### config.mk
export PLATFORM = sky130hd
export DESIGN_NAME = user_key_ctrl
export DESIGN_NICKNAME = d
export VERILOG_FILES = /design/src/rtl/user_key_ctrl_pkg.sv /design/src/rtl/user_key_ctrl_key_debounce.sv /design/src/rtl/user_key_ctrl.sv
export SDC_FILE = /design/constraint.sdc
export NUM_CORES = 1
export LEC_CHECK = 0
export ABC_AREA = 0
export CAP_MARGIN = 20
export CORE_UTILIZATION = 37
export CTS_BUF_LIST = sky130_fd_sc_hd__clkbuf_16
export DETAILED_ROUTE_END_ITERATION = 16
export GPL_ROUTABILITY_DRIVEN = 0
export GPL_TIMING_DRIVEN = 0
export PLACE_DENSITY = 0.67
export SYNTH_ARGS = -nofsm -noshare
export SYNTH_HDL_FRONTEND = slang
export SYNTH_HIERARCHICAL = 1
export SYNTH_SLANG_ARGS = --single-unit
### constraint.sdc
create_clock -name clk_in -period 2.4 [get_ports clk_in]
set_input_delay 0.24 -clock clk_in [delete_from_list [all_inputs] [get_ports clk_in]]
set_output_delay 0.24 -clock clk_in [all_outputs]
set_load 0.02 [all_outputs]
### src/rtl/user_key_ctrl_pkg.sv
// Shared definitions for the user key controller: register word map,
// key count, debounce counter width and CTRL bit layout.
package user_key_ctrl_pkg;

  localparam int KEY_NUM = 8;
  localparam int CNT_W   = 16;

  typedef enum logic [1:0] {
    REG_STATE = 2'd0,
    REG_EVENT = 2'd1,
    REG_CTRL  = 2'd2,
    REG_RSVD  = 2'd3
  } reg_idx_e;

  localparam int CTRL_MASK_LSB = 0;
  localparam int CTRL_GIE_BIT  = 8;
  localparam int CTRL_W        = 9;

endpackage

### src/rtl/user_key_ctrl_key_debounce.sv
// One-bit key debouncer: 2-flop synchronizer, stability counter, debounced flop.
// Latency 2+DEBOUNCE_CYC edges from raw change to key_deb; no backpressure.
module key_debounce
  import user_key_ctrl_pkg::*;
#(
  parameter int DEBOUNCE_CYC = 8
) (
  input  logic clk_in,
  input  logic sys_rstn,
  input  logic key_raw,
  output logic key_deb,
  output logic press
);

  localparam logic [CNT_W-1:0] CNT_LAST = CNT_W'(DEBOUNCE_CYC - 1);

  logic             sync_a;
  logic             sync_b;
  logic [CNT_W-1:0] cnt;
  logic             hit;

  // hit marks the edge on which the synced level is accepted
  assign hit   = (sync_b != key_deb) && (cnt == CNT_LAST);
  assign press = hit && !sync_b;

  always_ff @(posedge clk_in) begin
    if (!sys_rstn) begin
      sync_a  <= 1'b1;
      sync_b  <= 1'b1;
      key_deb <= 1'b1;
      cnt     <= '0;
    end else begin
      sync_a <= key_raw;
      sync_b <= sync_a;
      if (sync_b == key_deb) begin
        cnt <= '0;
      end else if (hit) begin
        key_deb <= sync_b;
        cnt     <= '0;
      end else begin
        cnt <= cnt + 1'b1;
      end
    end
  end

endmodule

### src/rtl/user_key_ctrl.sv
// Board key controller: 8 debounced keys, STATE/EVENT(W1C)/CTRL registers, level irq.
// irq registered one edge after EVENT/CTRL change; bus has no backpressure.
module user_key_ctrl
  import user_key_ctrl_pkg::*;
#(
  parameter int DEBOUNCE_CYC = 8
) (
  input  logic                clk_in,
  input  logic                sys_rstn,
  input  logic [KEY_NUM-1:0]  user_key,
  input  logic [1:0]          addr,
  input  logic                we,
  input  logic [31:0]         wdata,
  output logic [31:0]         rdata,
  output logic                irq
);

  logic [KEY_NUM-1:0] key_deb;
  logic [KEY_NUM-1:0] key_press;
  logic [KEY_NUM-1:0] event_q;
  logic [CTRL_W-1:0]  ctrl_q;
  logic [KEY_NUM-1:0] w1c_mask;
  logic               unused_wdata;
  reg_idx_e           sel;

  for (genvar i = 0; i < KEY_NUM; i++) begin : g_key
    key_debounce #(
      .DEBOUNCE_CYC(DEBOUNCE_CYC)
    ) u_deb (
      .clk_in  (clk_in),
      .sys_rstn(sys_rstn),
      .key_raw (user_key[i]),
      .key_deb (key_deb[i]),
      .press   (key_press[i])
    );
  end

  assign sel          = reg_idx_e'(addr);
  assign w1c_mask     = (we && sel == REG_EVENT) ? wdata[KEY_NUM-1:0] : '0;
  assign unused_wdata = ^wdata[31:CTRL_W];

  always_ff @(posedge clk_in) begin
    if (!sys_rstn) begin
      event_q <= '0;
      ctrl_q  <= '0;
      irq     <= 1'b0;
    end else begin
      // a press on the same edge as its clear wins
      event_q <= (event_q & ~w1c_mask) | key_press;
      if (we && sel == REG_CTRL) begin
        ctrl_q <= wdata[CTRL_W-1:0];
      end
      irq <= ctrl_q[CTRL_GIE_BIT] &
             |(event_q & ctrl_q[CTRL_MASK_LSB +: KEY_NUM]);
    end
  end

  always_comb begin
    rdata = '0;
    case (sel)
      REG_STATE: rdata[KEY_NUM-1:0] = ~key_deb;
      REG_EVENT: rdata[KEY_NUM-1:0] = event_q;
      REG_CTRL:  rdata[CTRL_W-1:0]  = ctrl_q;
      default:   rdata = '0;
    endcase
  end

endmodule
-- Yosys cells after proc, flatten, opt, wreduce, memory -nomap -nowiden
Index checks and enable logic that the tools add are counted.
- $add $sub $neg: 8
- equality and inequality tests: 26
- muxes and demuxes: 3
- bitwise operators: 15
- reduce and logical (&&, ||, !) cells: 44
- operator list (operator ; count):
    $add 16x1->16 const B ; 8
    $eq 16x3->1 const B ; 8
    $pmux 8 s3 ; 1
    $reduce_or 3->1 ; 8
    $logic_and 1x1->1 ; 18
    $and 8x8->8 ; 2
    $not 8->8 ; 2
    $reduce_and 2->1 ; 8
    $not 1->1 ; 9
    $eq 1x1->1 ; 8
    $logic_not 1->1 ; 8
    $mux 8 ; 1
    $ne 1x1->1 ; 8
    $or 8x8->8 ; 1
    $reduce_or 8->1 ; 1
    $eq 2x1->1 const B ; 1
    $eq 2x2->1 const B ; 1
    $logic_not 2->1 ; 1
    $and 1x1->1 ; 1
    $mux 1 ; 1
- register bits: 170
- input port bits: 45
- output and inout port bits: 33
- logic and storage cells: 131

-- Logic depth before layout (Yosys ltp)
Gate-level depths: netlist of run 1.
- word-level depth: 6
- gate-level depth with buffers: 6
- depth with buffers taken out: 6

-- Hierarchy
Netlist of run 1, hierarchy kept.
- by module, submodules not included (module ; instances ; cells each ; area each (µm²) ; sequential area each (µm²)):
    key_debounce ; 8 ; 89 ; 807.0 ; 380.4
    user_key_ctrl ; 1 ; 132 ; 1126.1 ; 360.3

-- Worst setup path after synthesis of run 1
Ideal clock, no wire load.
- kind: register to register
- start point: reg g_key[0].u_deb.cnt[3]
- end point: reg g_key[0].u_deb.cnt[15]
- setup time: 71 ps
- arrival: 1539 ps
- data required time: 2329 ps
- setup slack: 790 ps
- stages on the path, launching flop included: 5
- buffers on the path: 0
- clock period less this slack: 1610 ps
- cell sequence: dfxtp_1 > nand3_4 > or4_4 > or3_1 > a21oi_1
- word-level cells in the longest chain between the ends: 3
- elaborated cells on any way between the ends: 4
- those cells by class: 1 x add/sub; 1 x eq/ne; 2 x reduce/logical
- RTL lines (element ; line ; RTL):
    from (decl) ; user_key_ctrl_key_debounce.sv:19 ; logic [CNT_W-1:0] cnt;
    from (signal assigned) ; user_key_ctrl_key_debounce.sv:41 ; cnt <= cnt + 1'b1;
    branches (longest 3 deep; another with $add 16x1->16) ; -- ;
Parallel ways; which one is timed is not known.
A chain may end at the register's enable or synchronous reset.

-- Final worst setup path of run 1
- start point: in addr[1]
- end point: out rdata[1]
- word-level cells in the longest chain between the ends: 2
- elaborated cells on any way between the ends: 4
- those cells by class: 2 x eq/ne; 1 x mux; 1 x reduce/logical
- RTL lines (element ; line ; RTL):
    from (decl) ; user_key_ctrl.sv:11 ; input logic [1:0] addr,
    $eq 2x2->1, or another cell as far along ; user_key_ctrl.sv:60 ; case (sel)
    $pmux 8 s3 * ; user_key_ctrl.sv:60 ;
    to (decl) ; user_key_ctrl.sv:14 ; output logic [31:0] rdata,
Mark *: on every way between the ends. The rest lies on a longest branch, timed or not.

==> key figures, run 1 <==
Route
  • DR iter-0 viols: 209
  • Drt pass-1 iters: 5
  • Wire per inst: 11.9 microns
  • Antenna-violating nets left: 0
  • Vias: between 5k and 6k
  • Drt drc: 0
  • Final wirelength: 14.2 mm
  • Vias/cell: between 4 and 5

Setup path
  • Startpoint types: input port
  • Kind of end point of the critical path: primary output
  • Worst Setup Path Type: input port to primary output
  • Reg2reg setup slack: 440 ps
  • Crit path DAT: between 2000 and 2500 ps
  • Worst path required time: between 2000 and 2500 ps
  • Crit path max fanout: 10

Final layout
  • ANT cells: 0
  • Layout cell share with drive strength beyond 1: ~7.7%
  • Area Overhead vs Synth: 16.4%
  • Nets@finish: between 900 and 1k
  • Core Util, Final: between 40% and 50%

Floorplanning
  • Die W: 145 microns
  • Initial Utilization: a little under two fifths
  • Chip height: 145 microns
  • Core footprint: between 0.015 and 0.02 sq mm
  • Die area: around 0.021 sq mm
  • # rows: 51
  • # IOs: between 70 and 80

Clocking
  • TritonCTS buffer count: 17
  • Root Buffer: clkbuf_16
  • Clk pin slew, worst setup/hold paths: 60 ps
  • Post-CTS Setup Bufs: 0
  • Clk_lat worst skew: 420 ps
  • CTS resizes: 0
  • Hold buffers post-CTS: 0
  • CTS max path bufs: 2
  • CTS tree: yes
  • H-tree depth: 4
  • Clock sink count: 170

Logic synthesis
  • Post-synthesis cell area: around 0.0076 sq mm
  • Synth area leaders: dfxtp_1 (45%), xnor2_1 (8.3%), nor2_1 (6.3%)
  • Post-synthesis sequential area ratio: roughly 45%
  • Yosys top cell by area: dfxtp_1
  • #FFs+latches synth: 170
  • Post-synth top area share: between 40% and 50%
  • Synth unique cells: 34
  • Post-synthesis cell count: about 840
  • Asr flop ratio synth: 0%
  • Ys flop type: dfxtp_1
  • Syn avg cell area: 8.98 sq um
  • EDFF count, synth: 0
  • Total of warnings raised by yosys: 6

Timing
  • Final worst path period need: 2290 ps
  • Max Freq: around 0.44 GHz
  • Slew at the pin closest to its max-slew limit: approximately 850 ps
  • Setup TNS: 0 ps
  • Tcrit/Tclk final: between 90% and 100%
  • Count of final hold-check violations: 0
  • Fin Clk Skew: 8.32 ps
  • Fin. max-slew vios: 0
  • Slew HR: 43.0%
  • Setup ws final: 112 ps
  • RSZ-0062 raised after global routing: false
  • Endpoints failing setup: 0
  • Hold WS: roughly 370 ps

Place
  • DP HPWL: roughly 9.8 mm
  • IO buf count: 31
  • Worst Setup Slack post-DPL: approximately 150 ps

Flow run
  • Max Cap Viol: 0

Power and ir drop
  • Leak pwr: 2.94 nW
  • Worst ir drop on vdd: about 0.46 mV
  • Design Power: approximately 5.5 mW
  • Power Density: around 620 mW/mm^2

Global routing
  • Vias in the first global route: around 5.1k
  • Largest net degree at the start of global routing: 50
  • Initial antenna violation count: 0
  • Total congestion overflow: 0
  • First-pass GRT wire length: about 24 mm
  • All-Layer GR Usage: roughly 14%

Outcome
  • Status: finished, final reports clean

Min path
  • Hold Path Class: input port to register
## final cells by class
class	instances	area, sq um
Fill cell	1960	11000
Multi-Input combinational cell	619	3850
Sequential cell	170	3400
Clock buffer	17	425
Tap cell	265	332
Timing Repair Buffer	31	305
Buffer	37	259
Inverter	40	150
Clock inverter	14	95.1
## per-stage QoR
stage	std cells	instance area (sq um)
4_1_cts	1193	8820
3_3_place_gp	1162	8310
5_1_grt	1193	8820
3_5_place_dp	1162	8300
6_report	1193	8820
2_1_floorplan	866	7660
## critical path, stage by stage
cell and delay, ps:
clkdlybuf4s50_1 510, buf_4 250, mux2i_1 100, o21ai_1 280, clkdlybuf4s50_1 670
## synthesized netlist by cell type, types with 2 or more instances
master,number
nor4_1,40
and3_1,8
dfxtp_1,170
a31oi_1,8
nor3b_1,8
nand3_1,40
nor4bb_1,8
a21oi_1,8
buf_6,2
nor2b_1,10
nand2_1,49
nor2_1,128
xnor2_1,72
ha_1,8
or3_1,8
nor3_1,40
or4_4,8
mux2i_1,25
o21ai_0,16
nand3_4,8
buf_4,25
inv_1,40
nand2b_1,16
xor2_1,40
nand4_1,32
o21ai_1,8
clkbuf_1,9
a22oi_1,4
## registers in the layout, summed over array words and instances, names as in the netlist
name                 count
ctrl_q                   9
event_q                  8
g_key.u_deb/key_deb      8
g_key.u_deb/cnt        128
irq                      1
g_key.u_deb/sync_a       8
g_key.u_deb/sync_b       8
## routing by layer
| layer | routed length, microns | track usage [%] | up-vias |
|---|---|---|---|
| met5 | 0 | 0 | - |
| met4 | 161 | 5.74 | 0 |
| met3 | 481 | 2.77 | 11 |
| met2 | 6380 | 21.9 | 90 |
| met1 | 7170 | 18.8 | 2631 |
| li1 | - | - | 3008 |
## cell families (layout without fill, tap and decap cells)
kind of cell    after synthesis  in the layout  synth area share, %
compound gates               45             45                 3.28
fa+ha+maj                     8              8                 1.32
simple gates                406            406                 28.8
buf+inv                      77            139                 5.40
xor+xnor                    112            112                 12.9
flops                       170            170                 44.9
other cells                   1             23               0.0495
mux                          25             25                 3.30
## placed cells by master, fill, tap and decap left out, types with 2 or more instances in the layout
master           synthesis  routed
clkinvlp_4               0       2
inv_1                   40      45
ha_1                     8       8
o21ai_0                 16      16
a21oi_1                  8       8
clkbuf_16                0      17
nor3b_1                  8       8
nand2b_1                16      16
nor2b_1                 10      10
xor2_1                  40      40
o21ai_1                  8       8
nor2_1                 128     128
buf_6                    2       2
nor4bb_1                 8       8
and3_1                   8       8
dfxtp_1                170     170
conb_1                   1      23
a31oi_1                  8       8
or3_1                    8       8
mux2i_1                 25      25
clkdlybuf4s50_1          0      30
xnor2_1                 72      72
clkinv_1                 0       2
buf_4                   25      25
nand3_1                 40      40
a22oi_1                  4       4
clkinv_2                 0       3
nand3_4                  8       8
nand2_1                 49      49
nor4_1                  40      40
nor3_1                  40      40
or4_4                    8       8
nand4_1                 32      32
clkbuf_1                 9       9
## power by group
group / switching [mW] / internal (mW)
clock: 1.04 / 1.39
sequential: 0.0130 / 2.84
combinational: 0.111 / 0.0932
total: 1.17 / 4.32
## path summary, 6_finish.rpt
| path | startpoint | to | cells past startpoint |
|---|---|---|---|
| worst max register to register | g_key[1].u_deb/cnt[0]$_SDFF_PP0_ | g_key[1].u_deb/cnt[4]$_SDFF_PP0_ | 6 |
| worst max-delay path | addr[1] | rdata[1] | 5 |
| worst min-delay path | user_key[6] | g_key[6].u_deb/sync_a$_SDFF_PN1_ | 2 |
| worst min register to register | g_key[3].u_deb/sync_a$_SDFF_PN1_ | g_key[3].u_deb/sync_b$_SDFF_PN1_ | 1 |
No activity file was read; power rests on OpenSTA's default activity.
==> inputs of run 2 (changes only) <==
CORE_ASPECT_RATIO = 1.2   (was not set)
SYNTH_HIERARCHICAL = not set   (was 1)
==> key figures, run 2 <==
Outcome
  • Status: finished, final reports clean

Clocking
  • Clk_lat worst skew: 420 ps (about the same)
  • Post-CTS Setup Bufs: 0 (unchanged)
  • CTS max path bufs: 2 (unchanged)
  • TritonCTS buffer count: 17 (unchanged)
  • CTS tree: yes
  • H-tree depth: 4 (unchanged)
  • Clock sink count: 170 (unchanged)
  • Root Buffer: clkbuf_16
  • Clk pin slew, worst setup/hold paths: 60 ps (about the same)

Logic synthesis
  • Post-synthesis sequential area ratio: 45.4% (+0.55 points)
  • Most numerous cell in the Yosys netlist: dfxtp_1
  • Ys flop type: dfxtp_1
  • Post-synth top area share: 45.4% (+0.55 points)
  • Syn avg cell area: 8.80 sq um (-2.0%)
  • Post-synthesis cell area: 0.00749 sq mm (-1.2%)
  • #FFs+latches synth: 170 (unchanged)
  • EDFF count, synth: 0 (unchanged)
  • Synth area leaders: dfxtp_1 (45%), xnor2_1 (9.2%), nor2_1 (6.9%)
  • Yosys top cell by area: dfxtp_1
  • Total of warnings raised by yosys: 0 (-6)
  • Asr flop ratio synth: 0% (unchanged)
  • Post-synthesis cell count: 851 (+0.83%)
  • Synth cell count leaders: dfxtp_1 (170), nor2_1 (137), xnor2_1 (79), nand2_1 (51), nand3_1 (49)
  • Synth unique cells: 41 (+21%)

Global routing
  • Met2 Resource Use GR: 24.1% (+2.2 points)
  • Largest net degree at the start of global routing: 17 (-66%)
  • Total congestion overflow: 0 (unchanged)
  • Vias in the first global route: 5391 (+6.0%)
  • Initial antenna violation count: 0 (unchanged)
  • GRT busiest layer: met2
  • First-pass GRT wire length: 24.5 mm (+1.0%)
  • Global routing usage on met3: 2.59% (-0.17 points)
  • Met1 usage: 17.9% (-0.91 points)
  • All-Layer GR Usage: 14.5% (+0.49 points)

Timing
  • Fin. max-slew vios: 0 (unchanged)
  • RSZ-0062 raised after global routing: false
  • Final worst path period need: 2330 ps (+37.5 ps)
  • Endpoints failing setup: 0 (unchanged)
  • Fin Clk Skew: 6.60 ps (-1.71 ps)
  • Setup ws final: 74.0 ps (-37.5 ps)
  • Setup TNS: 0 ps (unchanged)
  • Count of final hold-check violations: 0 (unchanged)
  • Tcrit/Tclk final: 96.9% (+1.6 points)
  • Slew at the pin closest to its max-slew limit: 557 ps (-298 ps)
  • Slew HR: 62.9% (+20 points)
  • Max Freq: 0.430 GHz (-1.6%)

Final layout
  • Regs by FF count: g_key.u_deb.cnt x128, ctrl_q x9
  • Nets@finish: 976 (+0.72%)
  • Area Overhead vs Synth: 16.6%
  • Most frequent cells in the layout: dfxtp_1 (170), nor2_1 (137), xnor2_1 (79)
  • Layout cell share with drive strength beyond 1: 6.52% (-1.1 points)
  • Most flop-heavy register: g_key.u_deb.cnt
  • ANT cells: 0 (unchanged)
  • Most common cell after layout, fill and taps aside: dfxtp_1
  • Final Instance Area: 0.00874 sq mm (-0.98%)
  • Largest register FFs: 128 (unchanged)
  • # fillers: 1876 (-4.3%)
  • Final Non-Filler Cells: 1196 (+0.25%)

Route
  • DR iter-0 viols: 264 (+26%)
  • Vias: 5732 (-0.14%)
  • Drt pass-1 iters: 4 (-1)
  • Drt drc: 0 (unchanged)
  • Wire per inst: 11.9 microns (about the same)
  • Final wirelength: 14.2 mm (+0.22%)
  • Antenna-violating nets left: 0 (unchanged)
  • Vias/cell: 4.79 (-0.39%)

Floorplanning
  • # rows: 56 (+9.8%)
  • Initial Utilization: 38.0% (-0.28 points)
  • Die area: 0.0208 sq mm (-1.2%)
  • Core footprint: 0.0197 sq mm (-0.47%)
  • Chip height: 158 microns (+8.8%)
  • Die W: 132 microns (-9.1%)
  • # IOs: 78 (unchanged)

Place
  • DP HPWL: 10.1 mm (+2.7%)
  • Placed insts: 1165 (+0.26%)
  • Worst Setup Slack post-DPL: -368 ps (-522 ps)
  • IO buf count: 31 (unchanged)
  • Instance area after placement: 0.00821 sq mm (-1.1%)

Power and ir drop
  • Power Density: 629 mW/mm^2 (+1.0%)
  • Design Power: 5.49 mW (about the same)
  • Leak pwr: 2.87 nW (-2.5%)
  • Worst ir drop on vdd: 0.515 mV (+13%)

Setup path
  • Critical path, cell by cell: clkdlybuf4s50_1, clkbuf_4, mux2i_1, o21ai_0, clkdlybuf4s50_1
  • Kind of end point of the critical path: primary output
  • Family with the most delay on the worst path: buffers and inverters
  • Crit path DAT: 2090 ps (+40 ps)
  • Critical path's slowest cell: clkdlybuf4s50_1
  • WP buf/inv: 3 (unchanged)
  • Worst path required time: 2160 ps (about the same)
  • Worst Setup Path Type: input port to primary output
  • Reg2reg setup slack: 350 ps (-90 ps)
  • Startpoint types: input port
  • Most used cell along the critical path: clkdlybuf4s50_1
  • Critical Path Max Stage Delay: 670 ps (about the same)
  • R2r endpoint: g_key[7].u_deb.cnt[9]$_SDFF_PP0_
  • R2r startpoint: g_key[7].u_deb.cnt[0]$_SDFF_PP0_
  • Crit path max fanout: 10 (unchanged)
  • Reg2Reg Depth: 6 (unchanged)

Min path
  • Hold Path Class: input port to register
  • Worst hold start: user_key[4]
  • WHS Endpoint: g_key[4].u_deb.sync_a$_SDFF_PN1_
  • Hold Crit Depth: 2 (unchanged)

Flow run
  • Max Cap Viol: 0 (unchanged)
run 2: kinds of logic after synthesis:
| family | after synthesis | share of synthesized area (%) |
|---|---|---|
| XOR/XNOR | 113 | 13.2 |
| multiplexers | 25 | 3.34 |
| adder cells (fa/ha/maj) | 8 | 1.34 |
| buffers and inverters | 77 | 5.06 |
| other | 1 | 0.0501 |
| AND/OR/NAND/NOR | 415 | 27.9 |
| flip-flops | 170 | 45.4 |
| AO/OA/AOI/OAI | 42 | 3.66 |
run 2: timing repair:
item,CTS,global route
gates cloned,0,0
gates resized for setup,5,3
hold buffers,0,0
setup endpoints to repair,9,3
run 2: area by class of cell:
type	count	area [sq um]	area share [%]
multi-input cells	626	3790	43.4
clock buffers	17	425	4.87
plain buffers	45	264	3.02
inverters	32	120	1.37
well taps	261	327	3.74
flip-flops and latches	170	3400	39.0
repair buffers	31	313	3.58
clock inverters	14	92.6	1.06
run 2: worst max path at each step:
stage,startpoint,to,slack (ps),cells past startpoint
2_1_floorplan,g_key[6].u_deb.cnt[0]$_SDFF_PP0_,g_key[6].u_deb.cnt[10]$_SDFF_PP0_,690,6
6_report,addr[1],rdata[6],70,5
3_5_place_dp,addr[1],rdata[2],-370,5
4_1_cts,addr[1],rdata[3],30,5
5_1_grt,addr[0],rdata[3],10,6
3_3_place_gp,addr[1],rdata[0],-390,5
run 2: layer usage:
| layer | vias up | routed length, microns | share of wire (%) |
|---|---|---|---|
| li1 | 3008 | - | - |
| met1 | 2622 | 6770 | 48 |
| met2 | 80 | 6570 | 46 |
| met3 | 22 | 468 | 3.3 |
| met4 | 0 | 415 | 2.9 |
| met5 | - | 0 | 0 |
run 2: through the flow:
stage | utilization (%) | hold WS, ps
after CTS | 44.4 | 355
final | 44.4 | 373
after global routing | 44.4 | 370
after floorplan | - | 341
after detailed placement | 41.7 | 398
after global placement | 41.7 | 391
run 2: power breakdown:
group / total [mW] / leakage (nW) / switching, mW / internal [mW]
registers: 2.86 / 1.37 / 0.0144 / 2.84
logic: 0.198 / 1.23 / 0.109 / 0.0895
clock network: 2.44 / 0.264 / 1.05 / 1.38
total: 5.49 / 2.87 / 1.17 / 4.32
==> inputs of run 3 (changes only) <==
SYNTH_HIERARCHICAL = 1   (was not set)
==> key figures, run 3 (synthesis results as in run 1) <==
Final layout
  • Nets@finish: 969 (-0.72%)
  • FF+latch area: 0.00340 sq mm (unchanged)
  • Multi-input logic area: 0.00385 sq mm (+1.6%)
  • Largest register FFs: 128 (unchanged)
  • Most common cell after layout, fill and taps aside: dfxtp_1
  • Area Overhead vs Synth: 17.7%
  • Layout cell share with drive strength beyond 1: 8.40% (+1.9 points)
  • Most flop-heavy register: g_key.u_deb/cnt
  • ANT cells: 0 (unchanged)
  • Most frequent cells in the layout: dfxtp_1 (170), nor2_1 (128), xnor2_1 (72)
  • # fillers: 1956 (+4.3%)
  • Regs by FF count: g_key.u_deb/cnt x128, ctrl_q x9

Setup path
  • Family with the most delay on the worst path: buffers and inverters
  • WP buf/inv: 3 (unchanged)
  • Critical path, cell by cell: clkdlybuf4s50_1, buf_4, mux2i_1, o21ai_1, clkdlybuf4s50_1
  • Kind of end point of the critical path: primary output
  • Crit path max fanout: 10 (unchanged)
  • Crit path DAT: 2020 ps (-70 ps)
  • Critical Path Max Stage Delay: 660 ps (about the same)
  • Most used cell along the critical path: clkdlybuf4s50_1
  • Startpoint types: input port
  • Worst path required time: 2160 ps (about the same)
  • Critical path's slowest cell: clkdlybuf4s50_1
  • Worst Setup Path Type: input port to primary output

Clocking
  • Post-CTS Setup Bufs: 0 (unchanged)
  • CTS resizes: 0 (-5)
  • H-tree depth: 4 (unchanged)
  • Clk pin slew, worst setup/hold paths: 60 ps (about the same)
  • TritonCTS buffer count: 17 (unchanged)
  • Root Buffer: clkbuf_16
  • CTS tree: yes
  • Clock sink count: 170 (unchanged)
  • CTS max path bufs: 2 (unchanged)
  • Hold buffers post-CTS: 0 (unchanged)
  • Clk_lat worst skew: 420 ps (about the same)

Power and ir drop
  • Leak pwr: 2.97 nW (+3.5%)
  • Combinational share of power: 3.4% (-0.2 points)
  • Power Density: 666 mW/mm^2 (+5.9%)
  • Sequential power share: 48.1% (-3.9 points)
  • Clock power share: 48.5% (+4.2 points)
  • P_sw: 1.26 mW (+7.5%)
  • Sw Share: 21.3% (-0.12 points)
  • Internal Pwr Total: 4.68 mW (+8.3%)
  • Worst ir drop on vdd: 0.547 mV (+6.2%)

Route
  • Drt drc: 0 (unchanged)
  • Antenna-violating nets left: 0 (unchanged)
  • WL met1: 6.86 mm (+1.4%)
  • Drt pass-1 iters: 5 (+1)
  • Met3 wire length: 507 microns (+8.3%)
  • Highest routed layer: met4
  • Met2 Wirelength: 6.70 mm (+2.0%)
  • Wire per inst: 12.0 microns (+1.0%)
  • Vias/cell: 4.82 (+0.52%)
  • Vias: 5752 (+0.35%)
  • DR iter-0 viols: 293 (+11%)
  • Final wirelength: 14.3 mm (+0.86%)

Timing
  • Fin Clk Skew: 4.57 ps (-2.03 ps)
  • Count of final hold-check violations: 0 (unchanged)
  • RSZ-0062 raised after global routing: false
  • Slew HR: 44.2% (-19 points)
  • Max Freq: 0.442 GHz (+2.7%)
  • Final worst path period need: 2260 ps (-62.1 ps)
  • Slew at the pin closest to its max-slew limit: 837 ps (+280 ps)
  • Tcrit/Tclk final: 94.3% (-2.6 points)
  • Fin. max-slew vios: 0 (unchanged)
  • Setup TNS: 0 ps (unchanged)
  • Endpoints failing setup: 0 (unchanged)
  • Setup ws final: 136 ps (+62.1 ps)

Floorplanning
  • Die area: 0.0211 sq mm (+1.2%)
  • Die W: 133 microns (+0.60%)
  • Chip height: 159 microns (+0.60%)
  • # rows: 57 (+1.8%)
  • Core footprint: 0.0202 sq mm (+2.5%)
  • # IOs: 78 (unchanged)
  • Initial Utilization: 37.6% (-0.48 points)

Flow run
  • Max Cap Viol: 0 (unchanged)

Global routing
  • Initial antenna violation count: 0 (unchanged)
  • Largest net degree at the start of global routing: 50 (+33)
  • First-pass GRT wire length: 25.0 mm (+2.4%)
  • Vias in the first global route: 5457 (+1.2%)
  • All-Layer GR Usage: 14.5% (+0.032 points)
  • Total congestion overflow: 0 (unchanged)

Min path
  • Hold Path Class: input port to register

Place
  • DP HPWL: 9.96 mm (-1.3%)
  • IO buf count: 31 (unchanged)
  • Worst Setup Slack post-DPL: 106 ps (+473 ps)

Outcome
  • Status: finished, final reports clean
-- run 3: cell types whose count changed in the layout (fill, tap and decap cells not counted), moves of 6 or more --
cell / before / now
nand3_4: 1 / 8
xnor2_1: 79 / 72
o21a_1: 8 / 0
clkbuf_1: 17 / 9
nor3b_1: 0 / 8
a31oi_1: 0 / 8
xor2_1: 34 / 40
o21ai_0: 7 / 16
a21boi_0: 8 / 0
or4_4: 1 / 8
or3_1: 2 / 8
nand3_1: 49 / 40
nor2_1: 137 / 128
-- run 3: power by group through the flow --
| stage | Sequential (mW) | Combinational [mW] | Clock (mW) |
|---|---|---|---|
| global route | 2.86 | 0.222 | 3.08 |
| floorplan | 2.92 | 0.129 | 0 |
| detailed placement | 2.92 | 0.206 | 0 |
| finish | 2.86 | 0.205 | 2.88 |
| global placement | 2.92 | 0.207 | 0 |
| CTS | 2.85 | 0.207 | 2.95 |
-- run 3: layer usage --
| layer | GRT usage, % | vias up |
|---|---|---|
| met5 | 0 | - |
| met4 | 6.06 | 0 |
| met3 | 3.19 | 19 |
| met2 | 24.2 | 99 |
| met1 | 18.1 | 2635 |
| li1 | - | 2999 |
-- run 3: path summary, 6_finish.rpt --
path | slack, ps | cells past startpoint | start | to
worst max-delay path | 140 | 5 | addr[1] | rdata[7]
worst min-delay path | 360 | 2 | sys_rstn | g_key[6].u_deb/key_deb$_SDFFE_PN1P_
worst max register to register | 400 | 6 | g_key[4].u_deb/cnt[0]$_SDFF_PP0_ | g_key[4].u_deb/cnt[10]$_SDFF_PP0_
worst min register to register | 410 | 1 | g_key[2].u_deb/sync_a$_SDFF_PN1_ | g_key[2].u_deb/sync_b$_SDFF_PN1_
-- run 3: through the flow --
step	hold slack (ps)	std cells	total power, mW	utilization [%]	area, sq um
2_1_floorplan	302	866	3.04	-	7660
3_3_place_gp	388	1162	3.12	41.2	8310
3_5_place_dp	392	1162	3.13	41.1	8300
4_1_cts	351	1194	6.01	44.2	8920
5_1_grt	356	1194	6.16	44.2	8920
6_report	359	1194	5.94	44.2	8920
-- run 3: final cells by class --
type | instances | share of cell area (%)
inverters | 40 | 1.68
flip-flops and latches | 170 | 38.1
repair buffers | 31 | 3.42
plain buffers | 37 | 2.90
well taps | 265 | 3.72
multi-input cells | 619 | 43.2
clock buffers | 17 | 4.77
clock inverters | 15 | 2.20
-- run 3: worst register-to-register path, stage by stage, from the launching register on --
cell	delay, ps
dfxtp_1	350
ha_1	250
nor4bb_1	240
nand4_1	230
nand3_1	290
clkbuf_1	410
nor2_1	110
